<file path="config.mk">
export PLATFORM = sky130hd
export DESIGN_NAME = barrel_shift_pipe
export DESIGN_NICKNAME = d
export VERILOG_FILES = /design/src/rtl/barrel_shift_pkg.sv /design/src/rtl/barrel_shift_stage.sv /design/src/rtl/barrel_shift_pipe.sv
export SDC_FILE = /design/constraint.sdc
export NUM_CORES = 1
export LEC_CHECK = 0
export ABC_AREA = 1
export BUFFER_PORTS_ARGS = -buffer_cell sky130_fd_sc_hd__clkbuf_2
export CAP_MARGIN = 20
export CORE_ASPECT_RATIO = 1.1
export CORE_MARGIN = 4
export CORE_UTILIZATION = 60
export CTS_CLUSTER_DIAMETER = 150
export DETAILED_ROUTE_END_ITERATION = 10
export PLACE_DENSITY = 0.9
export SLEW_MARGIN = 20
export SYNTH_ARGS = -nofsm -noshare
export SYNTH_HDL_FRONTEND = slang
export SYNTH_SLANG_ARGS = --single-unit
</file>
<file path="constraint.sdc">
create_clock -name i_clk -period 2.5 [get_ports i_clk]
set_input_delay 0.375 -clock i_clk [delete_from_list [all_inputs] [get_ports i_clk]]
set_output_delay 0.375 -clock i_clk [all_outputs]
set_load 0.005 [all_outputs]
</file>
<file path="src/rtl/barrel_shift_pkg.sv">
//==============================================================================
// Module   : barrel_shift_pkg
// Brief    : Shared mode encoding and pipeline-depth helper for barrel_shift_pipe.
// Revision : 1.0 - initial release
//==============================================================================
`default_nettype none

package barrel_shift_pkg;

   typedef enum logic [1:0] {
      MODE_SLL = 2'b00,
      MODE_SRL = 2'b01,
      MODE_SRA = 2'b10,
      MODE_ROL = 2'b11
   } mode_t;

   // Number of register slots: one after every reg_every stages plus the final stage.
   function automatic int calc_nreg(input int shamt_w, input int reg_every);
      return (shamt_w + reg_every - 1) / reg_every;
   endfunction

endpackage

`default_nettype wire

</file>
<file path="src/rtl/barrel_shift_stage.sv">
//==============================================================================
// Module   : barrel_shift_stage
// Brief    : One combinational conditional shift-by-AMOUNT stage.
//            Macro BARREL_SHIFT_ROTATE_EN enables rotate-left for mode 11.
// Revision : 1.0 - initial release
//==============================================================================
`default_nettype none

module barrel_shift_stage
   import barrel_shift_pkg::*;
#(
   parameter int WIDTH  = 32,
   parameter int AMOUNT = 1
) (
   input  logic [WIDTH-1:0] i_data,
   input  logic             i_en,
   input  logic [1:0]       i_mode,
   output logic [WIDTH-1:0] o_data
);

   logic [WIDTH-1:0] w_shifted;

   always_comb begin
      w_shifted = i_data << AMOUNT;
      case (mode_t'(i_mode))
         MODE_SRL: w_shifted = i_data >> AMOUNT;
         MODE_SRA: w_shifted = {{AMOUNT{i_data[WIDTH-1]}}, i_data[WIDTH-1:AMOUNT]};
`ifdef BARREL_SHIFT_ROTATE_EN
         MODE_ROL: w_shifted = {i_data[WIDTH-1-AMOUNT:0], i_data[WIDTH-1:WIDTH-AMOUNT]};
`endif
         default:  w_shifted = i_data << AMOUNT;
      endcase
   end

   assign o_data = i_en ? w_shifted : i_data;

endmodule

`default_nettype wire

</file>
<file path="src/rtl/barrel_shift_pipe.sv">
//==============================================================================
// Module   : barrel_shift_pipe
// Brief    : Pipelined barrel shifter (SLL/SRL/SRA/ROL) with valid/ready flow.
//            Macro BARREL_SHIFT_ROTATE_EN enables rotate-left; otherwise mode 11 = SLL.
// Revision : 1.0 - initial release
//==============================================================================
`default_nettype none

module barrel_shift_pipe
   import barrel_shift_pkg::*;
#(
   parameter int WIDTH      = 32,
   parameter int REG_EVERY  = 1,
   localparam int SHAMT_W   = $clog2(WIDTH)
) (
   input  logic               i_clk,
   input  logic               i_rst_n,
   input  logic               i_valid,
   output logic               o_ready,
   input  logic [WIDTH-1:0]   i_data,
   input  logic [SHAMT_W-1:0] i_shamt,
   input  logic [1:0]         i_mode,
   output logic               o_valid,
   input  logic               i_ready,
   output logic [WIDTH-1:0]   o_data
);

   localparam int NREG = calc_nreg(SHAMT_W, REG_EVERY);

   logic [NREG-1:0]    r_valid;
   logic [WIDTH-1:0]   r_data      [NREG];
   logic [SHAMT_W-1:0] r_shamt     [NREG];
   logic [1:0]         r_mode      [NREG];

   logic [NREG-1:0]    w_src_valid;
   logic [WIDTH-1:0]   w_src_data  [NREG];
   logic [SHAMT_W-1:0] w_src_shamt [NREG];
   logic [1:0]         w_src_mode  [NREG];
   logic [WIDTH-1:0]   w_next_data [NREG];
   logic [NREG-1:0]    w_load;
   logic               w_out_take;

   // Slot n is fed by slot n-1; slot 0 is fed by the input port.
   assign w_src_valid[0] = i_valid;
   assign w_src_data[0]  = i_data;
   assign w_src_shamt[0] = i_shamt;
   assign w_src_mode[0]  = i_mode;

   for (genvar n = 1; n < NREG; n++) begin : g_src
      assign w_src_valid[n] = r_valid[n-1];
      assign w_src_data[n]  = r_data[n-1];
      assign w_src_shamt[n] = r_shamt[n-1];
      assign w_src_mode[n]  = r_mode[n-1];
   end

   for (genvar k = 0; k < SHAMT_W; k++) begin : g_stage
      localparam int SLOT = k / REG_EVERY;
      logic [WIDTH-1:0] w_in;
      logic [WIDTH-1:0] w_out;

      if (k % REG_EVERY == 0) begin : g_head
         assign w_in = w_src_data[SLOT];
      end else begin : g_body
         assign w_in = g_stage[k-1].w_out;
      end

      barrel_shift_stage #(
         .WIDTH  (WIDTH),
         .AMOUNT (1 << k)
      ) u_stage (
         .i_data (w_in),
         .i_en   (w_src_shamt[SLOT][k]),
         .i_mode (w_src_mode[SLOT]),
         .o_data (w_out)
      );
   end

   for (genvar n = 0; n < NREG; n++) begin : g_tap
      localparam int LAST = (((n + 1) * REG_EVERY < SHAMT_W) ? (n + 1) * REG_EVERY : SHAMT_W) - 1;
      assign w_next_data[n] = g_stage[LAST].w_out;
   end

   // A slot may load when empty or when its downstream neighbour is loading from it.
   always_comb begin
      w_out_take     = r_valid[NREG-1] & i_ready;
      w_load         = '0;
      w_load[NREG-1] = ~r_valid[NREG-1] | w_out_take;
      for (int n = NREG - 2; n >= 0; n--) begin
         w_load[n] = ~r_valid[n] | w_load[n+1];
      end
   end

   always_ff @(posedge i_clk) begin
      if (!i_rst_n) begin
         r_valid <= '0;
         for (int n = 0; n < NREG; n++) begin
            r_data[n]  <= '0;
            r_shamt[n] <= '0;
            r_mode[n]  <= '0;
         end
      end else begin
         for (int n = 0; n < NREG; n++) begin
            if (w_load[n]) begin
               r_valid[n] <= w_src_valid[n];
               r_data[n]  <= w_next_data[n];
               r_shamt[n] <= w_src_shamt[n];
               r_mode[n]  <= w_src_mode[n];
            end
         end
      end
   end

   // The last slot's control fields have no downstream consumer.
   logic w_unused_tail;
   assign w_unused_tail = ^{r_shamt[NREG-1], r_mode[NREG-1]};

   assign o_ready = i_rst_n & w_load[0];
   assign o_valid = i_rst_n & r_valid[NREG-1];
   assign o_data  = r_data[NREG-1];

endmodule

`default_nettype wire

</file>
* Word level (Yosys, flattened, before mapping)
Memory sizes are Yosys's and may differ from the RTL's. Cells that the tools add are included. W data, S select, Z words.
Storage, ports and cells: bits in writable memories 195, bits of input ports 43, memories 3, flip-flop bits (word level) 5
Operators by class: bitwise gates (word level) 28, muxes and demuxes 41, equality and inequality tests 10
Memories:
- r_data | depth 5, width 32, rd ports 5, clocked after memory_dff 0, wr ports 5, line barrel_shift_pipe.sv:31 | logic [WIDTH-1:0] r_data [NREG];
- r_shamt | depth 5, width 5, rd ports 4, clocked after memory_dff 0, wr ports 5, line barrel_shift_pipe.sv:32 | logic [SHAMT_W-1:0] r_shamt [NREG];
- r_mode | depth 5, width 2, rd ports 4, clocked after memory_dff 0, wr ports 5, line barrel_shift_pipe.sv:33 | logic [1:0] r_mode [NREG];
Operators by type and width (count):
- $mux W32 | 10
- $pmux W32 S2 | 5
- $mux W5 | 5
- $or A1 B1 Y1 | 20
- $mux W1 | 16
- $eq A2 B1 Y1 const B | 5
- $eq A2 B2 Y1 const B | 5
- $mux W2 | 5
- $not A1 Y1 | 5
- $and A1 B1 Y1 | 3

* Logic depth before layout (Yosys ltp)
Gate-level depths: netlist (run 1).
word-level depth 10, mapped depth 9, depth with buffers taken out 8

* Cells and area by module
Synthesis (run 1) repeated with hierarchy kept, for this count alone.
Second synthesis, totals: cell total of the unflattened synthesis 1470, area, all modules 11498.5 µm²
By module, submodules not included:
- barrel_shift_pipe | times used 1, cells each 584, area each 7058.0 µm²
- barrel_shift_stage at g_stage[1].u_stage | times used 1, cells each 204, area each 1051.0 µm²
- barrel_shift_stage at g_stage[0].u_stage | times used 1, cells each 211, area each 1028.5 µm²
- barrel_shift_stage at g_stage[2].u_stage | times used 1, cells each 190, area each 885.8 µm²
- barrel_shift_stage at g_stage[3].u_stage | times used 1, cells each 164, area each 777.0 µm²
- barrel_shift_stage at g_stage[4].u_stage | times used 1, cells each 117, area each 698.2 µm²

* Least setup slack after synthesis (run 1)
Ideal clock, no wire load.
path type input port to flip-flop, start in i_rst_n, end mem r_data[0][0] (enable), stages on the path 2, data required time 1.878 ns, path buffers 1, setup slack 0.302 ns, setup time 0.622 ns, arrival 1.576 ns, cells stage by stage clkbuf_1 > nand3_1
RTL lines:
- start: declaration | line barrel_shift_pipe.sv:17 | input logic i_rst_n,
- end: declaration | line barrel_shift_pipe.sv:31

* Final worst setup path (run 1)
start reg r_valid[3], end out o_ready
Between the ends: word-level cells in the longest chain between the ends 6
RTL lines:
- start: declaration | line barrel_shift_pipe.sv:30 | logic [NREG-1:0] r_valid;
- start signal: indexed assignment | line barrel_shift_pipe.sv:104 | r_valid[n] <= w_src_valid[n];
- $not A1 Y1 | line barrel_shift_pipe.sv:89 | w_load[n] = ~r_valid[n] | w_load[n+1];
- $or A1 B1 Y1 (4 in a row) | line barrel_shift_pipe.sv:89
- $and A1 B1 Y1 | line barrel_shift_pipe.sv:117 | assign o_ready = i_rst_n & w_load[0];
- end: declaration | line barrel_shift_pipe.sv:19 | output logic o_ready,
No other way between the ends.

==> results of run 1 <==
cells by family (layout without fill, tap and decap cells):
family                   count (synthesis)  in the layout  synth area share (%)
AND/OR/NAND/NOR                        588            588                  23.0
AO/OA/AOI/OAI                          283            283                  13.8
buffers and inverters                  212            269                  8.75
flip-flops                             183            183                  53.2
adder cells (fa/ha/maj)                 10             10                  1.22
flip-flops by register name, summed over array words and instances (netlist names):
register and cells:
r_valid 5, r_shamt 10, r_mode 8, r_data 160
area by class of cell:
| class | instances | area (µm²) | area share (%) |
|---|---|---|---|
| Sequential cell | 183 | 5450 | 48.2 |
| Multi-Input combinational cell | 881 | 3910 | 34.6 |
| Timing Repair Buffer | 107 | 651 | 5.75 |
| Inverter | 130 | 488 | 4.32 |
| Clock buffer | 17 | 425 | 3.76 |
| Tap cell | 204 | 255 | 2.26 |
| Clock inverter | 15 | 135 | 1.20 |
routing by layer:
metal	up-vias	global-route usage (%)	wire, µm
met4	0	9.30	602
met2	245	39.8	10600
li1	4213	-	-
met1	3641	24.0	8080
met5	-	0	0
met3	46	3.39	817
cell usage after synthesis, drive strengths merged:
cell type	n
buf	47
ha	10
edfxtp	178
nand3	11
o21ai	124
dfxtp	5
nand2	248
clkinv	1
or2	52
inv	129
clkbuf	35
a21oi	159
nor2	277
power by group through the flow:
stage               Clock, mW  Sequential (mW)  Combinational [mW]
floorplan                   0             3.67               0.590
detailed placement          0             3.71               0.768
finish                   2.54             3.64               0.781
global route             2.71             3.66               0.898
global placement            0             3.71               0.751
CTS                      2.57             3.64               0.777
per-stage QoR:
stage,cell area (µm²),hold WS [ps],instances
2_1_floorplan,10200,423,1276
3_3_place_gp,10700,426,1505
3_5_place_dp,10700,435,1505
4_1_cts,11300,125,1537
5_1_grt,11300,170,1537
6_report,11300,144,1537
cells in the final DEF (no fill, tap or decap):
| cell type | Yosys | final |
|---|---|---|
| clkinv_1 | 1 | 1 |
| dfxtp_1 | 5 | 5 |
| inv_8 | 0 | 4 |
| a21oi_1 | 159 | 159 |
| or2_2 | 52 | 52 |
| ha_1 | 10 | 10 |
| nand3_2 | 0 | 1 |
| inv_6 | 0 | 5 |
| o21ai_0 | 122 | 122 |
| nor2_1 | 276 | 276 |
| o21ai_1 | 2 | 2 |
| buf_4 | 12 | 28 |
| edfxtp_1 | 178 | 178 |
| buf_12 | 0 | 3 |
| inv_1 | 129 | 129 |
| nand3_1 | 11 | 10 |
| clkbuf_2 | 0 | 76 |
| clkinv_2 | 0 | 1 |
| clkinv_4 | 0 | 3 |
| nor2_2 | 1 | 1 |
| nand2_4 | 0 | 1 |
| clkbuf_16 | 0 | 17 |
| clkinvlp_4 | 0 | 2 |
| nand2_1 | 247 | 247 |
path summary, 6_finish.rpt:
kind                                   start                     endpoint  slack (ps)  depth (start not counted)
setup reg to reg  r_mode[0][2]$_SDFFCE_PN0P_  r_data[0][69]$_SDFFCE_PN0P_         510                          8
setup / recovery     r_valid[3]$_SDFFE_PN0P_                      o_ready         450                          6
hold reg to reg      r_valid[1]$_SDFFE_PN0P_      r_valid[2]$_SDFFE_PN0P_         440                          2
hold / removal                       i_valid      r_valid[0]$_SDFFE_PN0N_         140                          3
worst max-delay path: stages (launching register included):
cell      delay [ps]
dfxtp_1          330
nand3_1          100
nor2_1           200
nand2_1          130
nand2_4          280
inv_1             70
clkbuf_2         120
==> flow_summary.yaml, run 1 <==
route:
  via_count: 8145
  drc: 0
  first_pass_iters: 5
  routed_wl_um: 20100
  ant_nets: 0
  wl_per_cell_um: 13.1
  first_iter_violations: 409
  via_per_inst: 5.30
power_and_ir_drop:
  fin_total_pwr_mw: 6.96
  p_sw_mw: 1.81
  internal_power_mw: 5.16
  combPwrFrac_pct: 11.2
  leakagePower_nw: 5.06
  ir_drop_mv: 0.494
  swShare_pct: 26.0
  clock_power_share_pct: 36.4
  p_per_area_nw_per_um2: 616
  seqPwrFrac_pct: 52.3
sta:
  rsz0062_at_grt: "false"
  hold_viol: 0
  setup_slack_ps: 453
  tns_ps: 0
  worstMarginPinSlew_ps: 761
  drv_slew: 0
  skew_ps: 9.41
  finalSetupViolCount: 0
  max_freq_ghz: 0.489
  min_period_ps: 2050
  finalCritPeriodShare_pct: 81.9
  slew_headroom_pct: 49.2
synthesis:
  synthTopCellsByArea: "edfxtp_1 52%, nor2_1 10%, nand2_1 9.1%"
  yosys.area.top_type_share_pct: 52.2
  synth_nets: 1329
  synth.distinct_cells: 19
  ys.warnings.count: 0
  synth-seq-cells: 183
  seq_area_frac_synth_pct: 53.2
  avgSynthCellArea_um2: 8.02
  postSynthCellCount: 1276
  syn_area_um2: 10200
  synth_top_area_cell: "edfxtp_1"
critical_path:
  cp.arrival_ps: 1670
  crit_type: "reg -> out"
  crit_fanout: 21
  cp.required_ps: 2120
  start_kind: "flip-flop"
  cp-end-kind: "output pin"
global_route:
  grt_max_degree: 43
  grt.total_usage_pct: 21.3
  grt-ovfl-total: 0
  grt_pass1_wl_um: 34200
  antenna_found_initial: 0
  first_global_vias: 7446
cts:
  path_clk_slew_ps: 70
  cts_resized: 0
  post_cts_hold_buffer_count: 0
  insertion_delay_ps: 430
  cts_setup_buffers: 0
  htreeDepth: 4
  cts_tree: "yes"
  root_buffer: "clkbuf_16"
  cts_buffers: 17
  cts.sinks: 183
  clockBufferDepth: 2
finish:
  filler_cell_count: 1301
  final_nets: 1373
  antenna_cells: 0
  syn_to_final_growth_pct: 10.4
  drive_gt1_share_pct: 14.6
  post-route-util_pct: 68.3
hold_path:
  hold_path.class: "in -> reg"
place:
  post-place-ws_ps: 483
  hpwl_um: 14500
  port-buffer-count: 76
  gp_congestion: 0.945
die:
  ios: 77
  rows: 49
  dieArea_um2: 19200
  die-height_um: 145
  die_w_um: 133
  core_area_um2: 16600
  start_util_pct: 61.9
status:
  status: "completed"
run:
  max_cap_violations: 0
No activity file was read; power rests on OpenSTA's default activity.
==> run 2: changes to the inputs <==
--- a/config.mk
+++ b/config.mk
@@ -5,7 +5,7 @@
 export SDC_FILE = /design/constraint.sdc
 export NUM_CORES = 1
 export LEC_CHECK = 0
-export ABC_AREA = 1
+export ABC_AREA = 0
 export BUFFER_PORTS_ARGS = -buffer_cell sky130_fd_sc_hd__clkbuf_2
 export CAP_MARGIN = 20
 export CORE_ASPECT_RATIO = 1.1
==> constraint.sdc (replaced) <==
create_clock -name i_clk -period 1.9 [get_ports i_clk]
set_input_delay 0.285 -clock i_clk [delete_from_list [all_inputs] [get_ports i_clk]]
set_output_delay 0.285 -clock i_clk [all_outputs]
set_load 0.005 [all_outputs]
==> flow_summary.yaml, run 2 <==
power_and_ir_drop:
  ir_drop_mv: 0.672
  leakagePower_nw: 3.85
  seqPwrFrac_pct: 53.2
  p_per_area_nw_per_um2: 833
  swShare_pct: 25.3
  p_sw_mw: 2.26
  clock_power_share_pct: 37.5
  internal_power_mw: 6.66
  combPwrFrac_pct: 9.2
synthesis:
  synth_compound_area_share_pct: 26.2
  syn_area_um2: 9460
  synthArstFlopShare_pct: 0
  ys_top_cells_by_count: "178 x edfxtp_1, 149 x a21oi_1, 98 x o2111ai_1, 68 x clkbuf_1, 67 x nand2_1"
  synth.distinct_cells: 32
  synth-simple-area-share_pct: 9.23
  synth_top_family_by_area: "compound AO/OA/AOI/OAI gates"
  synthXorXnorAreaFrac_pct: 0
  synth_most_common_cell: "edfxtp_1"
  ys.warnings.count: 0
  seq_area_frac_synth_pct: 57.5
  synth_fa_ha_area_share_pct: 1.32
  postSynthCellCount: 865
  synth_nets: 918
  synth_top_area_cell: "edfxtp_1"
  synth-edff-count: 178
  ys.flop_type: "edfxtp_1"
  avgSynthCellArea_um2: 10.9
  synth-seq-cells: 183
  yosys.area.top_type_share_pct: 56.5
  synthMuxAreaShare_pct: 0
  synthTopCellsByArea: "edfxtp_1 56%, o2111ai_1 9.1%, a21oi_1 7.9%"
run:
  max_cap_violations: 0
cts:
  cts_tree: "yes"
  htreeDepth: 4
  path_clk_slew_ps: 70
  root_buffer: "clkbuf_16"
  clockBufferDepth: 2
  cts_buffers: 17
  insertion_delay_ps: 440
  cts.sinks: 183
  post_cts_hold_buffer_count: 0
sta:
  min_period_ps: 1810
  rsz0062_at_grt: "false"
  setup_slack_ps: 86.2
  finalCritPeriodShare_pct: 95.5
  finalSetupViolCount: 0
  hold_viol: 0
  skew_ps: 11.1
  drv_slew: 0
  worstMarginPinSlew_ps: 600
  slew_headroom_pct: 60.0
  max_freq_ghz: 0.551
  tns_ps: 0
hold_path:
  hold_path.class: "in -> reg"
global_route:
  grt_pass1_wl_um: 33300
  antenna_found_initial: 0
  grt.total_usage_pct: 23.0
  first_global_vias: 6851
  grt_max_degree: 71
  grt-ovfl-total: 0
route:
  first_iter_violations: 569
  drc: 0
  routed_wl_um: 20700
  via_per_inst: 6.73
  wl_per_cell_um: 18.7
  first_pass_iters: 7
  ant_nets: 0
  via_count: 7468
finish:
  regMostFlops: "r_data"
  reg_top3: "r_data: 160 flops, r_shamt: 10 flops, r_mode: 8 flops"
  antenna_cells: 0
  final_cell_mix: "178 x edfxtp_1, 149 x a21oi_1, 98 x o2111ai_1"
  fin_cells: 1109
  filler_cell_count: 1126
  drive_gt1_share_pct: 18.6
  design_area_um2: 10700
  final_nets: 953
  syn_to_final_growth_pct: 13.0
  largest_register_ffs: 160
  final_common_cell: "edfxtp_1"
critical_path:
  cpMaxStageDelayCell: "dfxtp_2"
  max_stage_delay_ps: 340
  startpoint: "r_valid[4]$_SDFFE_PN0P_"
  cp.arrival_ps: 1530
  r2r_cells: 5
  r2r_end: "r_data[0][92]$_SDFFCE_PN0P_"
  worstPathCellList: "and4b_4 -> a31o_4 -> clkinvlp_4 -> clkbuf_2"
  cp-end-kind: "output pin"
  crit_type: "reg -> out"
  crit_fanout: 5
  cp.required_ps: 1620
  ff2ff_setup_slack_ps: 130
  r2r-start: "r_mode[0][2]$_SDFFCE_PN0P_"
  start_kind: "flip-flop"
  crit_end: "o_ready"
die:
  start_util_pct: 61.9
  die_w_um: 128
  dieArea_um2: 17800
  ios: 77
  core_area_um2: 15300
  die-height_um: 140
  rows: 47
status:
  status: "completed"
place:
  gp_congestion: 0.910
  post-place-ws_ps: 8.72
  dpl_cell_area_um2: 10100
  port-buffer-count: 76
  hpwl_um: 14300
  dp.cells: 1074
[run 2: cell types whose count changed after synthesis, sizes merged, moves of 26 or more]
cell	delta
clkbuf	+33
nor2	-239
o21ai	-119
o2111ai	+98
inv	-108
nand2	-181
a311oi	+26
o22ai	+29
a22oi	+52
or2	-51
nor3	+29
[run 2: cell families after synthesis]
kind of cell    after synthesis
simple gates                182
buf+inv                     125
compound gates              365
flops                       183
fa+ha+maj                    10
[run 2: metal layers]
metal  up-vias  global-route usage, %  part of all wire, %
met4         0                   10.9                  3.6
met1      3492                   26.5                   37
met3        59                   3.91                  6.4
met2       389                   41.3                   53
li1       3528                      -                    -
met5         -                      0                    0
[run 2: worst max-delay path: cells and delay by family (launching register included)]
family          cells  cell delay [ps]
flops               1              340
simple gates        1              270
buf+inv             2              260
compound gates      1              210
[run 2: layout make-up]
| type | count | area, µm² | share of cell area, % |
|---|---|---|---|
| Multi-Input combinational cell | 557 | 3500 | 32.7 |
| Timing Repair Buffer | 119 | 853 | 7.98 |
| Inverter | 22 | 86.3 | 0.807 |
| Clock inverter | 15 | 139 | 1.30 |
| Clock buffer | 17 | 425 | 3.98 |
| Tap cell | 196 | 245 | 2.29 |
| Sequential cell | 183 | 5450 | 50.9 |
[run 2: how the worst min path moves through the flow]
stage                            startpoint                      end  slack [ps]  cells past startpoint
floorplan                           i_valid  r_valid[0]$_SDFFE_PN0N_         410                      1
global placement    r_valid[2]$_SDFFE_PN0P_  r_valid[3]$_SDFFE_PN0P_         450                      1
detailed placement  r_valid[2]$_SDFFE_PN0P_  r_valid[3]$_SDFFE_PN0P_         490                      1
CTS                                 i_valid  r_valid[0]$_SDFFE_PN0N_          50                      2
global route                        i_valid  r_valid[0]$_SDFFE_PN0N_          70                      2
finish                              i_valid  r_valid[0]$_SDFFE_PN0N_          60                      2
[run 2: stage by stage]
stage,util (%),total power [mW],hold slack [ps]
global route,70.0,9.23,68.7
global placement,66.0,5.60,451
floorplan,-,5.33,409
CTS,69.8,8.93,54.8
detailed placement,66.0,5.63,492
finish,70.0,8.92,60.7
[run 2: repair_timing]
item                                    in CTS  in global routing
endpoints found under the setup margin       3                 20
setup buffers                                1                  2
pin swaps                                    1                  1
cloned                                       0                  0
gates resized for setup                      4                  3
[run 2: power by group through the flow]
stage | clock [mW] | sequential (mW) | combinational, mW
6_report | 3.35 | 4.75 | 0.823
3_5_place_dp | 0 | 4.83 | 0.794
5_1_grt | 3.57 | 4.76 | 0.901
4_1_cts | 3.38 | 4.74 | 0.804
3_3_place_gp | 0 | 4.82 | 0.778
2_1_floorplan | 0 | 4.77 | 0.558
==> run 3: changes to the inputs <==
==> constraint.sdc (replaced) <==
create_clock -name i_clk -period 1.8 [get_ports i_clk]
set_input_delay 0.27 -clock i_clk [delete_from_list [all_inputs] [get_ports i_clk]]
set_output_delay 0.27 -clock i_clk [all_outputs]
set_load 0.005 [all_outputs]
==> flow_summary.yaml, run 3 (synthesis gave the netlist of run 2 again) <==
status:
  status: "completed"
run:
  max_cap_violations: 0
power_and_ir_drop:
  p_per_area_nw_per_um2: 890
  leakagePower_nw: 3.96
  ir_drop_mv: 0.668
global_route:
  grt.total_usage_pct: 24.0
  first_global_vias: 7061
  grt_max_degree: 67
  grt_pass1_wl_um: 34800
  grt-ovfl-total: 0
  antenna_found_initial: 0
route:
  ant_nets: 0
  via_per_inst: 6.74
  first_iter_violations: 698
  first_pass_iters: 5
  drc: 0
  dr_wl_met2_um: 11400
  met1Wirelength_um: 7850
  dr_wl_met3_um: 1370
  via_count: 7557
  routed.top_layer: "met4"
  routed_wl_um: 21400
  wl_per_cell_um: 19.1
die:
  die_w_um: 128
  dieArea_um2: 17800
  core_area_um2: 15300
  ios: 77
  rows: 47
  die-height_um: 140
  start_util_pct: 61.9
sta:
  rsz0062_at_grt: "true"
  setup_slack_ps: 55.7
  drv_slew: 0
  worstMarginPinSlew_ps: 521
  slew_headroom_pct: 65.2
  tns_ps: 0
  max_freq_ghz: 0.573
  skew_ps: 7.37
  finalCritPeriodShare_pct: 96.9
  min_period_ps: 1740
  finalSetupViolCount: 0
  hold_viol: 0
critical_path:
  cp-end-kind: "flip-flop"
  cp.arrival_ps: 1940
  crit_type: "reg -> reg"
  cp.required_ps: 1990
  start_kind: "flip-flop"
  crit_fanout: 66
cts:
  root_buffer: "clkbuf_16"
  path_clk_slew_ps: 60
  cts.sinks: 183
  insertion_delay_ps: 430
  post_cts_hold_buffer_count: 0
  cts_tree: "yes"
  clockBufferDepth: 2
  cts_buffers: 17
  htreeDepth: 4
place:
  hpwl_um: 14600
  gp_congestion: 0.932
  port-buffer-count: 76
  dpl_cell_area_um2: 10200
  post-place-ws_ps: 61.9
finish:
  syn_to_final_growth_pct: 15.9
  post-route-util_pct: 71.8
  drive_gt1_share_pct: 21.1
  regMostFlops: "r_data"
  design_area_um2: 11000
  final_cell_mix: "178 x edfxtp_1, 144 x a21oi_1, 98 x o2111ai_1"
  reg_top3: "r_data: 160 flops, r_shamt: 10 flops, r_mode: 8 flops"
  antenna_cells: 0
  final_nets: 967
  final_common_cell: "edfxtp_1"
  largest_register_ffs: 160
hold_path:
  hold_path.class: "in -> reg"
==> run 3: where the power goes <==
| group | leakage (nW) | internal (mW) | switching, mW |
|---|---|---|---|
| Sequential | 2.18 | 4.86 | 0.151 |
| Combinational | 1.48 | 0.370 | 0.548 |
| Clock | 0.292 | 2.31 | 1.53 |
==> run 3: final cells by class <==
class,instances,area (µm²)
timing repair inverter,1,5.00
timing repair buffer,132,1010
tap,196,245
fill,1061,4320
inverter,22,93.8
clock buffer,18,429
multi-input combinational,557,3560
clock inverter,13,180
sequential,183,5450
==> run 3: critical path, cell delays in order, from the launching register on <==
cell     delay (ps)
dfxtp_2         330
and4b_4         210
a31o_4          230
buf_4           160
buf_12          190
a21oi_1         370
==> run 3: layer usage <==
metal  track usage [%]  vias to the layer above
li1                  -                     3550
met5                 0                        -
met4              11.7                        0
met1              27.6                     3511
met3              3.91                       73
met2              42.9                      423
==> run 3: what timing repair did <==
| item | CTS | global route |
|---|---|---|
| cloned | 0 | 1 |
| endpoints found under the hold margin | 0 | 0 |
| gates resized for setup | 1 | 20 |
| buffers inserted | 2 | 2 |
| endpoints found under the setup margin | 1 | 34 |
| pin swaps | 1 | 1 |
==> run 3: metrics by stage <==
step | hold slack, ps | power [mW] | cells
after floorplan | 394 | 5.63 | 865
after global placement | 450 | 5.94 | 1086
after detailed placement | 457 | 5.97 | 1086
after CTS | 42.4 | 9.76 | 1119
after global routing | 72.1 | 10.1 | 1122
final | 51.2 | 9.77 | 1122
==> run 3: final timing paths <==
| kind | slack, ps | start | to | cells after the start |
|---|---|---|---|---|
| worst min register to register | 480 | r_valid[2]$_SDFFE_PN0P_ | r_valid[3]$_SDFFE_PN0P_ | 1 |
| worst min-delay path | 50 | i_valid | r_valid[0]$_SDFFE_PN0N_ | 2 |
| worst max register to register | 60 | r_valid[4]$_SDFFE_PN0P_ | r_data[0][100]$_SDFFCE_PN0P_ | 5 |
| worst max-delay path | 60 | r_valid[4]$_SDFFE_PN0P_ | r_data[0][100]$_SDFFCE_PN0P_ | 5 |
